## config.mk

```make
export PLATFORM = sky130hd
export DESIGN_NAME = multicycle_ctrl_seq
export DESIGN_NICKNAME = d
export VERILOG_FILES = /design/src/rtl/multicycle_ctrl_seq.sv
export SDC_FILE = /design/constraint.sdc
export NUM_CORES = 1
export LEC_CHECK = 0
export ABC_AREA = 0
export CAP_MARGIN = 40
export CORE_ASPECT_RATIO = 1.25
export CORE_UTILIZATION = 45
export CTS_CLUSTER_DIAMETER = 30
export DETAILED_ROUTE_END_ITERATION = 8
export GPL_TIMING_DRIVEN = 0
export MAX_ROUTING_LAYER = met4
export PLACE_DENSITY = 0.72
export SYNTH_ARGS = -nofsm -noshare
export SYNTH_HDL_FRONTEND = slang
export SYNTH_SLANG_ARGS = --single-unit
```

## constraint.sdc

```tcl
create_clock -name clk -period 4.37 [get_ports clk]
set_input_delay 0.874 -clock clk [delete_from_list [all_inputs] [get_ports clk]]
set_output_delay 0.874 -clock clk [all_outputs]
set_load 0.005 [all_outputs]
```

## src/rtl/multicycle_ctrl_seq.sv

```systemverilog
// Multicycle CPU control sequencer: decodes OPCODE/FUNCT into op classes and walks fetch, decode,
// execute, memory, writeback, MULT/DIV busy and exception entry with parameterised latencies.
module multicycle_ctrl_seq #(
  parameter int unsigned MEM_WAIT    = 2,
  parameter int unsigned DEC_WAIT    = 2,
  parameter int unsigned EXEC_CYCLES = 2,
  parameter int unsigned MD_CYCLES   = 32
) (
  input  logic       clk,
  input  logic       reset_in,
  input  logic [5:0] OPCODE,
  input  logic [5:0] FUNCT,
  input  logic       O,
  input  logic       EG,
  input  logic       GT,
  input  logic       DIV0,
  output logic [3:0] state,
  output logic       pc_write,
  output logic [1:0] pc_src,
  output logic       ir_write,
  output logic       ab_write,
  output logic       aluout_write,
  output logic       mem_write,
  output logic       reg_write,
  output logic       hilo_write,
  output logic       md_start,
  output logic       epc_write,
  output logic [1:0] excp_code,
  output logic       reset_out
);

  typedef enum logic [3:0] {
    StReset = 4'd0, StFetchW, StFetchL, StDecode, StExec, StMemW, StWb,
    StJump, StMd, StExcp, StExcpW, StExcpL, StHalt
  } state_e;

  typedef enum logic [3:0] {
    ClsAluR, ClsAluI, ClsLoad, ClsStore, ClsBr, ClsJ, ClsJr, ClsMd, ClsBreak, ClsBad
  } cls_e;

  // Terminal counts; a zero wait still spends one cycle in its state.
  localparam logic [5:0] MemLast  = (MEM_WAIT == 0) ? 6'd0 : 6'(MEM_WAIT - 1);
  localparam logic [5:0] DecLast  = 6'(DEC_WAIT);
  localparam logic [5:0] ExecLast = (EXEC_CYCLES == 0) ? 6'd0 : 6'(EXEC_CYCLES - 1);
  localparam logic [5:0] MdLast   = 6'(MD_CYCLES);

  localparam logic [1:0] ExcpBadOp = 2'd0;
  localparam logic [1:0] ExcpOvf   = 2'd1;
  localparam logic [1:0] ExcpDiv0  = 2'd2;

  state_e     state_q, state_d;
  logic [5:0] cnt_q, cnt_d;
  cls_e       cls_q, cls_d;
  logic [1:0] sub_q, sub_d;
  logic       ovf_q, ovf_d;
  logic [1:0] excp_q, excp_d;

  cls_e       dec_cls;
  logic [1:0] dec_sub;
  logic       dec_ovf;

  // sub carries the branch type, the JAL link flag or the DIV flag depending on class.
  always_comb begin
    dec_cls = ClsBad;
    dec_sub = 2'd0;
    dec_ovf = 1'b0;
    case (OPCODE)
      6'h00: begin
        case (FUNCT)
          6'h20, 6'h22: begin
            dec_cls = ClsAluR;
            dec_ovf = 1'b1;
          end
          6'h24, 6'h2a: dec_cls = ClsAluR;
          6'h08:        dec_cls = ClsJr;
          6'h18:        dec_cls = ClsMd;
          6'h1a: begin
            dec_cls = ClsMd;
            dec_sub = 2'd1;
          end
          6'h0d:        dec_cls = ClsBreak;
          default:      dec_cls = ClsBad;
        endcase
      end
      6'h08: begin
        dec_cls = ClsAluI;
        dec_ovf = 1'b1;
      end
      6'h09, 6'h0a:        dec_cls = ClsAluI;
      6'h20, 6'h21, 6'h23: dec_cls = ClsLoad;
      6'h28, 6'h29, 6'h2b: dec_cls = ClsStore;
      6'h04, 6'h05, 6'h06, 6'h07: begin
        dec_cls = ClsBr;
        dec_sub = OPCODE[1:0];
      end
      6'h02: dec_cls = ClsJ;
      6'h03: begin
        dec_cls = ClsJ;
        dec_sub = 2'd1;
      end
      default: dec_cls = ClsBad;
    endcase
  end

  always_comb begin
    state_d      = state_q;
    cls_d        = cls_q;
    sub_d        = sub_q;
    ovf_d        = ovf_q;
    excp_d       = excp_q;
    pc_write     = 1'b0;
    pc_src       = 2'd0;
    ir_write     = 1'b0;
    ab_write     = 1'b0;
    aluout_write = 1'b0;
    mem_write    = 1'b0;
    reg_write    = 1'b0;
    hilo_write   = 1'b0;
    md_start     = 1'b0;
    epc_write    = 1'b0;
    reset_out    = 1'b0;
    case (state_q)
      StReset: begin
        reset_out = 1'b1;
        reg_write = 1'b1;
        state_d   = StFetchW;
      end
      StFetchW: if (cnt_q == MemLast) state_d = StFetchL;
      StFetchL: begin
        ir_write = 1'b1;
        pc_write = 1'b1;
        state_d  = StDecode;
      end
      StDecode: begin
        if (cnt_q == DecLast) begin
          ab_write     = 1'b1;
          aluout_write = 1'b1;
          cls_d        = dec_cls;
          sub_d        = dec_sub;
          ovf_d        = dec_ovf;
          case (dec_cls)
            ClsJ, ClsJr: state_d = StJump;
            ClsMd:       state_d = StMd;
            ClsBreak:    state_d = StHalt;
            ClsBad: begin
              state_d = StExcp;
              excp_d  = ExcpBadOp;
            end
            default:     state_d = StExec;
          endcase
        end
      end
      StExec: begin
        if (cnt_q == ExecLast) begin
          aluout_write = 1'b1;
          case (cls_q)
            ClsAluR, ClsAluI: begin
              if (O && ovf_q) begin
                state_d = StExcp;
                excp_d  = ExcpOvf;
              end else begin
                state_d = StWb;
              end
            end
            ClsBr: begin
              pc_src = 2'd1;
              case (sub_q)
                2'd0:    pc_write = EG;
                2'd1:    pc_write = !EG;
                2'd2:    pc_write = !GT;
                default: pc_write = GT;
              endcase
              state_d = StFetchW;
            end
            ClsLoad: state_d = StMemW;
            ClsStore: begin
              mem_write = 1'b1;
              state_d   = StMemW;
            end
            default: state_d = StReset;
          endcase
        end
      end
      StMemW: if (cnt_q == MemLast) state_d = (cls_q == ClsLoad) ? StWb : StFetchW;
      StWb: begin
        reg_write = 1'b1;
        state_d   = StFetchW;
      end
      StJump: begin
        pc_write  = 1'b1;
        pc_src    = 2'd2;
        reg_write = (cls_q == ClsJ) && sub_q[0];
        state_d   = StFetchW;
      end
      StMd: begin
        md_start = (cnt_q == 6'd0);
        if (cnt_q == 6'd0 && sub_q[0] && DIV0) begin
          state_d = StExcp;
          excp_d  = ExcpDiv0;
        end else if (cnt_q == MdLast) begin
          hilo_write = 1'b1;
          state_d    = StFetchW;
        end
      end
      StExcp: begin
        epc_write = 1'b1;
        state_d   = StExcpW;
      end
      StExcpW: if (cnt_q == MemLast) state_d = StExcpL;
      StExcpL: begin
        pc_write = 1'b1;
        pc_src   = 2'd3;
        state_d  = StFetchW;
      end
      StHalt:  state_d = StHalt;
      default: state_d = StReset;
    endcase
  end

  always_comb begin
    if (state_d != state_q) cnt_d = 6'd0;
    else if (&cnt_q)        cnt_d = cnt_q;
    else                    cnt_d = cnt_q + 6'd1;
  end

  always_ff @(posedge clk or posedge reset_in) begin
    if (reset_in) begin
      state_q <= StReset;
      cnt_q   <= 6'd0;
      cls_q   <= ClsBad;
      sub_q   <= 2'd0;
      ovf_q   <= 1'b0;
      excp_q  <= 2'd0;
    end else begin
      state_q <= state_d;
      cnt_q   <= cnt_d;
      cls_q   <= cls_d;
      sub_q   <= sub_d;
      ovf_q   <= ovf_d;
      excp_q  <= excp_d;
    end
  end

  assign state     = state_q;
  assign excp_code = excp_q;

endmodule

```

==> reports/results.txt, run 1 <==
Switching Fraction = 44.62%
combinational share of power = 59.7%
type of the worst setup path = register to primary output
fmax = 0.2765 GHz
Num CTS Buffers = 3
main area contributors after synthesis = dfrtp_1, nand2_1, nor2_1, nand3_1, o21ai_0
GRT Util Overall = 23.32%
P_sw = 487.5 µW
slew at the pin with the worst max-slew slack = 0.7625 ns
setup TNS = 0 ns
Fin. Hold Viols = 0
Vias/cell = 5.855
share of layout cells above drive strength 1 = 11.28%
Die X = 57.61 µm
Buffers & Inverters on Critical Path = 1
pin count of the biggest net entering global routing = 20
DRT antenna net count = 0
Syn Inst Count = 220
Die Span Y = 71.51 µm
wire per inst = 14.64 µm
drt initial violations = 78
setup repair after global routing missed its margin = no
share of power burned in registers = 28.4%
cts repair resizes = 0
cells along the critical path = nor4_4 -> nand2_1 -> or3_1 -> or3_1 -> o21ai_0 -> clkdlybuf4s50_1
VDD IR max = 0.1866 mV
post-synthesis cell type count = 56
ys async rst share = 100.0%
initial core utilization = 48.26%
Util after Layout = 60.07%
Mapped Avg Cell Area = 7.905 µm²
failing checks = DRC
first-pass GRT wire length = 7334 µm
final net count = 280
status = finished, violations left
drc violations = 1
Cell Area, Synth = 0.001739 mm²
startpoint types = register
global placement routability congestion = 0.8750
Synthesis Warnings = 0
post-synth top area cell = dfrtp_1
number of flops mapped to enable cells by yosys = 0
total setup buffers inserted after CTS = 0
num rows = 24
Worst-Skew Late Latency = 0.26 ns
die area = 0.004119 mm²
Tmin final = 3.616 ns
HP Class = register to register
period utilization = 82.75%
max incr delay on CP = 0.52 ns
DRT Wirelength = 4334 µm
PD cells = 504.8 mW/mm²
Main synth FF type = dfrtp_1
max-slew violations = 0
final number of setup-violating endpoints = 0
skew final = 0.002457 ns
Critical Path Sink Type = primary output
leak pwr = 0.0008893 µW
Arr. time, crit path = 2.74 ns
via count = 1,733
Clock power frac = 11.9%
CP max FO = 5
CTS sink cnt = 19
Max-cap violations = 0
I/O Buffers = 33
share of the synthesized area in the top cell type = 24.46%
post-DP HPWL = 3423 µm
maximum clock path buffer count = 2
grt ovf = 0
Syn-to-layout area delta = 24.46%
number of fillers in the final layout = 359
initial antenna violation count = 0
CTS tree = done
sequential share of the synthesized area = 27.48%
CTS H-tree depth = 1
hold buffer count at CTS = 0
I/O pins = 36
root buf cell = clkbuf_8
Int Power = 605.1 µW
Core Area = 0.003603 mm²
clk slew on worst S/H paths = 0.08 ns
Worst Path Required = 3.50 ns
Synth Net Count = 242
Slew headroom = 49.11%
vias in the first global route = 1,640
delay-heaviest family, CP = simple AND/OR/NAND/NOR gates
# diodes = 0
Critical Path Most Common Cell = or3_1
first drt pass iteration count = 6
#FFs+latches synth = 19
Slowest cell on crit path = clkdlybuf4s50_1
==> tightest hold or removal path, delay by kind of cell (launching register included) <==
family / cells / cell delay, ns
flops: 1 / 0.35
simple gates: 2 / 0.13
==> layer usage <==
layer / vias up / wire length, µm / track usage, %
li1: 875 / - / -
met1: 803 / 1951 / 28.75
met2: 45 / 2173 / 39.66
met3: 10 / 105 / 1.444
met4: 0 / 103 / 8.943
met5: - / 0 / -
==> kinds of logic (layout without fill, tap and decap cells) <==
family / Yosys count / count (layout) / share of synthesized area (%)
and+or+nand+nor: 116 / 116 / 38.20
AOI/OAI and AO/OA: 53 / 53 / 20.50
buffers and inverters: 20 / 57 / 5.324
DFF: 19 / 19 / 27.48
xor gates and xnor gates: 5 / 5 / 3.598
adders and majority gates: 4 / 4 / 2.878
muxes: 3 / 3 / 2.014
==> sequential cells by signal (all words and copies together), names as in the netlist <==
signal / cells
cnt_q: 6
cls_q: 4
state: 4
excp_code: 2
sub_q: 2
ovf_q: 1
==> metrics by stage <==
stage	area (µm²)	power (µW)	hold WS, ns	setup WS [ns]	instances
final	2165	1093	0.5072	0.7537	296
after global routing	2165	1192	0.5494	0.5785	296
after CTS	2165	1094	0.5087	0.7525	296
after detailed placement	2118	963.3	0.4880	1.018	292
after global placement	2118	959.5	0.4914	1.043	292
after floorplan	1739	751.7	0.4710	1.689	220
==> synthesized netlist by cell type, types with 3 or more instances <==
cell type and n:
nand2_1 27, nor2_1 22, dfrtp_1 17, nand3_1 14, o21ai_0 13, a21oi_1 11, inv_1 11, nand2b_1 6
nor3_1 6, nor4_1 6, o211ai_1 6, buf_2 5, ha_1 4, nand4_1 4, or3_1 4, a211oi_1 3
a31oi_1 3, and3_1 3, nand3b_1 3, nor2b_1 3, o31ai_1 3
==> final timing paths <==
check,startpoint,to,slack [ns],cells past startpoint
max,cnt_q[5],pc_write,0.75,6
min,excp_code[0],excp_code[0],0.51,2
max reg2reg,cnt_q[5],cnt_q[5],1.94,8
min reg2reg,excp_code[0],excp_code[0],0.51,2
max in group asynchronous,reset_in,cls_q[2],2.85,2
min in group asynchronous,reset_in,cnt_q[0],1.04,2
==> final cells by class <==
cell class | instances | area [µm²] | area share [%]
flip-flops and latches | 19 | 478.0 | 22.08
clock inverters | 1 | 5.005 | 0.2312
multi-input cells | 181 | 1169 | 53.99
inverters | 11 | 41.29 | 1.908
repair buffers | 33 | 330.3 | 15.26
clock buffers | 3 | 41.29 | 1.908
plain buffers | 9 | 51.30 | 2.370
well taps | 39 | 48.80 | 2.254
==> power by group through the flow <==
stage                     sequential [µW]  clock, µW  combinational, µW
after global placement                313          0                647
after CTS                             310        131                652
after detailed placement              314          0                649
after floorplan                       296          0                455
final                                 311        130                652
after global routing                  321        139                732
==> placed cells by master (no fill, tap or decap), types with 4 or more instances in the layout <==
cell             synthesis  final
clkdlybuf4s50_1          0     33
nand2_1                 27     27
nor2_1                  22     22
dfrtp_1                 17     17
nand3_1                 14     14
o21ai_0                 13     13
inv_1                   11     11
a21oi_1                 11     11
nand2b_1                 6      6
o211ai_1                 6      6
nor3_1                   6      6
nor4_1                   6      6
buf_2                    5      5
or3_1                    4      4
nand4_1                  4      4
ha_1                     4      4
Power figures use the tool's default switching activity.
==> run 2: changes to the inputs <==
==> constraint.sdc (replaced) <==
create_clock -name clk -period 3.4 [get_ports clk]
set_input_delay 0.68 -clock clk [delete_from_list [all_inputs] [get_ports clk]]
set_output_delay 0.68 -clock clk [all_outputs]
set_load 0.005 [all_outputs]
==> run 2 against run 1 <==
Against the previous run: the flow still finishes with violations (DRC); final area increased by 1.2%; power increased by 29%; highest routed layer unchanged; critical endpoint is now aluout_write; worst setup slack got worse by 0.49 ns; clock power increased by 29%; hold slack about the same.
==> reports/results.txt, run 2 (same netlist as run 1, synthesis figures left out) <==
share of layout cells above drive strength 1 = 13.95%
GRT Util Overall = 23.44%
DRT antenna net count = 0
Util after Layout = 60.80%
first drt pass iteration count = 6
# diodes = 0
Critical Path Sink Type = primary output
type of the worst setup path = register to primary output
CP max FO = 10
Syn-to-layout area delta = 25.97%
Worst Setup SP = cnt_q[4]
status = finished, violations left
Largest register FFs = 6
CTS sink cnt = 19
Slew headroom = 49.52%
clk slew on worst S/H paths = 0.08 ns
pin count of the biggest net entering global routing = 20
Post-DP Area = 0.002118 mm²
DRT Wirelength = 4414 µm
combinational share of power = 59.7%
initial antenna violation count = 0
post-DP HPWL = 3423 µm
Hold Path End = excp_code[0]
register area = 481.7 µm²
setup TNS = 0 ns
I/O pins = 36
Max-cap violations = 0
Worst-Skew Late Latency = 0.26 ns
Worst Path Required = 2.72 ns
Worst Hold Slack = 0.5067 ns
global placement routability congestion = 0.8750
cells along the critical path = nor4_4 -> nand2_1 -> or2_1 -> buf_2 -> clkbuf_1 -> nand2_1 -> clkdlybuf4s50_1
Core Area = 0.003603 mm²
drc violations = 1
Switching Fraction = 45.11%
worst r2r dst = cnt_q[5]
failing checks = DRC
via count = 1,764
Slowest cell on crit path = clkdlybuf4s50_1
worst hold path depth = 2
delay-heaviest family, CP = simple AND/OR/NAND/NOR gates
wire per inst = 14.86 µm
Int Power = 776.3 µW
period utilization = 92.19%
fmax = 0.3190 GHz
Tot Pwr = 1414 µW
HP Class = register to register
commonest non-fill, non-tap cell in the layout = clkdlybuf4s50_1
reg-to-reg slack, setup = 0.98 ns
num rows = 24
Clock power frac = 11.9%
most frequent cells in the layout = clkdlybuf4s50_1, nand2_1, nor2_1
maximum clock path buffer count = 2
PD cells = 645.5 mW/mm²
skew final = 0.002307 ns
VDD IR max = 0.2400 mV
die area = 0.004119 mm²
Fin. Hold Viols = 0
area taken by multi-input logic gates = 0.001179 mm²
final net count = 281
hold buffer count at CTS = 0
drt initial violations = 81
Reg-to-Reg Start = cnt_q[4]
first-pass GRT wire length = 7369 µm
I/O Buffers = 33
Biggest register = cnt_q
min-delay src = excp_code[0]
final instance area = 0.002191 mm²
Arr. time, crit path = 2.45 ns
Num CTS Buffers = 3
grt ovf = 0
CTS H-tree depth = 1
max-slew violations = 0
number of fillers in the final layout = 352
final number of setup-violating endpoints = 0
root buf cell = clkbuf_8
leak pwr = 0.0009257 µW
initial core utilization = 48.26%
P_sw = 637.9 µW
Die X = 57.61 µm
R2R depth = 8
Tmin final = 3.134 ns
slew at the pin with the worst max-slew slack = 0.7564 ns
Die Span Y = 71.51 µm
Vias/cell = 5.939
vias in the first global route = 1,632
Critical Path Most Common Cell = nand2_1
share of power burned in registers = 28.5%
startpoint types = register
max incr delay on CP = 0.49 ns
setup repair after global routing missed its margin = no
CTS tree = done
Buffers & Inverters on Critical Path = 3
[run 2: cell count changes in the layout (fill, tap and decap cells not counted), sizes merged]
cell | before | now
clkdlybuf4s50 | 33 | 31
buf | 7 | 8
dlymetal6s2s | 0 | 2
[run 2: worst reg2reg max path, delay by kind of cell, from the launching register on]
family	cells	cell delay (ns)
buffers and inverters	1	0.16
AOI/OAI and AO/OA	1	0.27
DFF	1	0.45
and+or+nand+nor	5	1.33
xor gates and xnor gates	1	0.10
[run 2: layout make-up]
cell class	count	area share [%]
Clock inverter	1	0.2284
Tap cell	39	2.227
Multi-Input combinational cell	181	53.80
Inverter	11	1.885
Sequential cell	19	21.99
Timing Repair Buffer	34	15.65
Clock buffer	3	1.885
Buffer	9	2.342
[run 2: through the flow]
stage | worst slack, ns | cells
3_3_place_gp | 0.2671 | 292
3_5_place_dp | 0.2419 | 292
4_1_cts | 0.007427 | 296
2_1_floorplan | 0.9132 | 220
6_report | 0.2655 | 297
5_1_grt | 0.1019 | 297
[run 2: routing by layer]
layer | up-vias | routed length (µm) | GRT usage (%)
met5 | - | 0 | -
met2 | 51 | 2227 | 40.18
li1 | 880 | - | -
met3 | 8 | 127 | 1.264
met4 | 0 | 86 | 8.672
met1 | 825 | 1973 | 28.86
[run 2: timing repair]
action / CTS / global route
resized for setup: 1 / 8
endpoints found under the setup margin: 1 / 2
setup buffers: 0 / 1
pin swaps: 1 / 2
gates cloned: 0 / 0
[run 2: power by group through the flow]
stage                     Clock, µW  Sequential, µW  Combinational (µW)
final                           168             403                 844
after global routing            179             416                 940
after CTS                       169             400                 839
after detailed placement          0             404                 834
after global placement            0             402                 831
after floorplan                   0             381                 585
[run 2: how the worst max path moves through the flow]
| stage | depth (start not counted) | endpoint |
|---|---|---|
| global placement | 10 | cnt_q[2] |
| floorplan | 5 | pc_write |
| finish | 7 | aluout_write |
| detailed placement | 10 | cnt_q[5] |
| CTS | 6 | pc_write |
| global route | 7 | aluout_write |
==> run 3: changes to the inputs <==
--- a/config.mk
+++ b/config.mk
@@ -10,6 +10,7 @@
 export CORE_ASPECT_RATIO = 1.25
 export CORE_UTILIZATION = 45
 export CTS_CLUSTER_DIAMETER = 30
+export CTS_CLUSTER_SIZE = 8
 export DETAILED_ROUTE_END_ITERATION = 8
 export GPL_TIMING_DRIVEN = 0
 export MAX_ROUTING_LAYER = met4
==> results of run 3 <==
No change in the layout: final DEF, timing and power equal those of run 2.
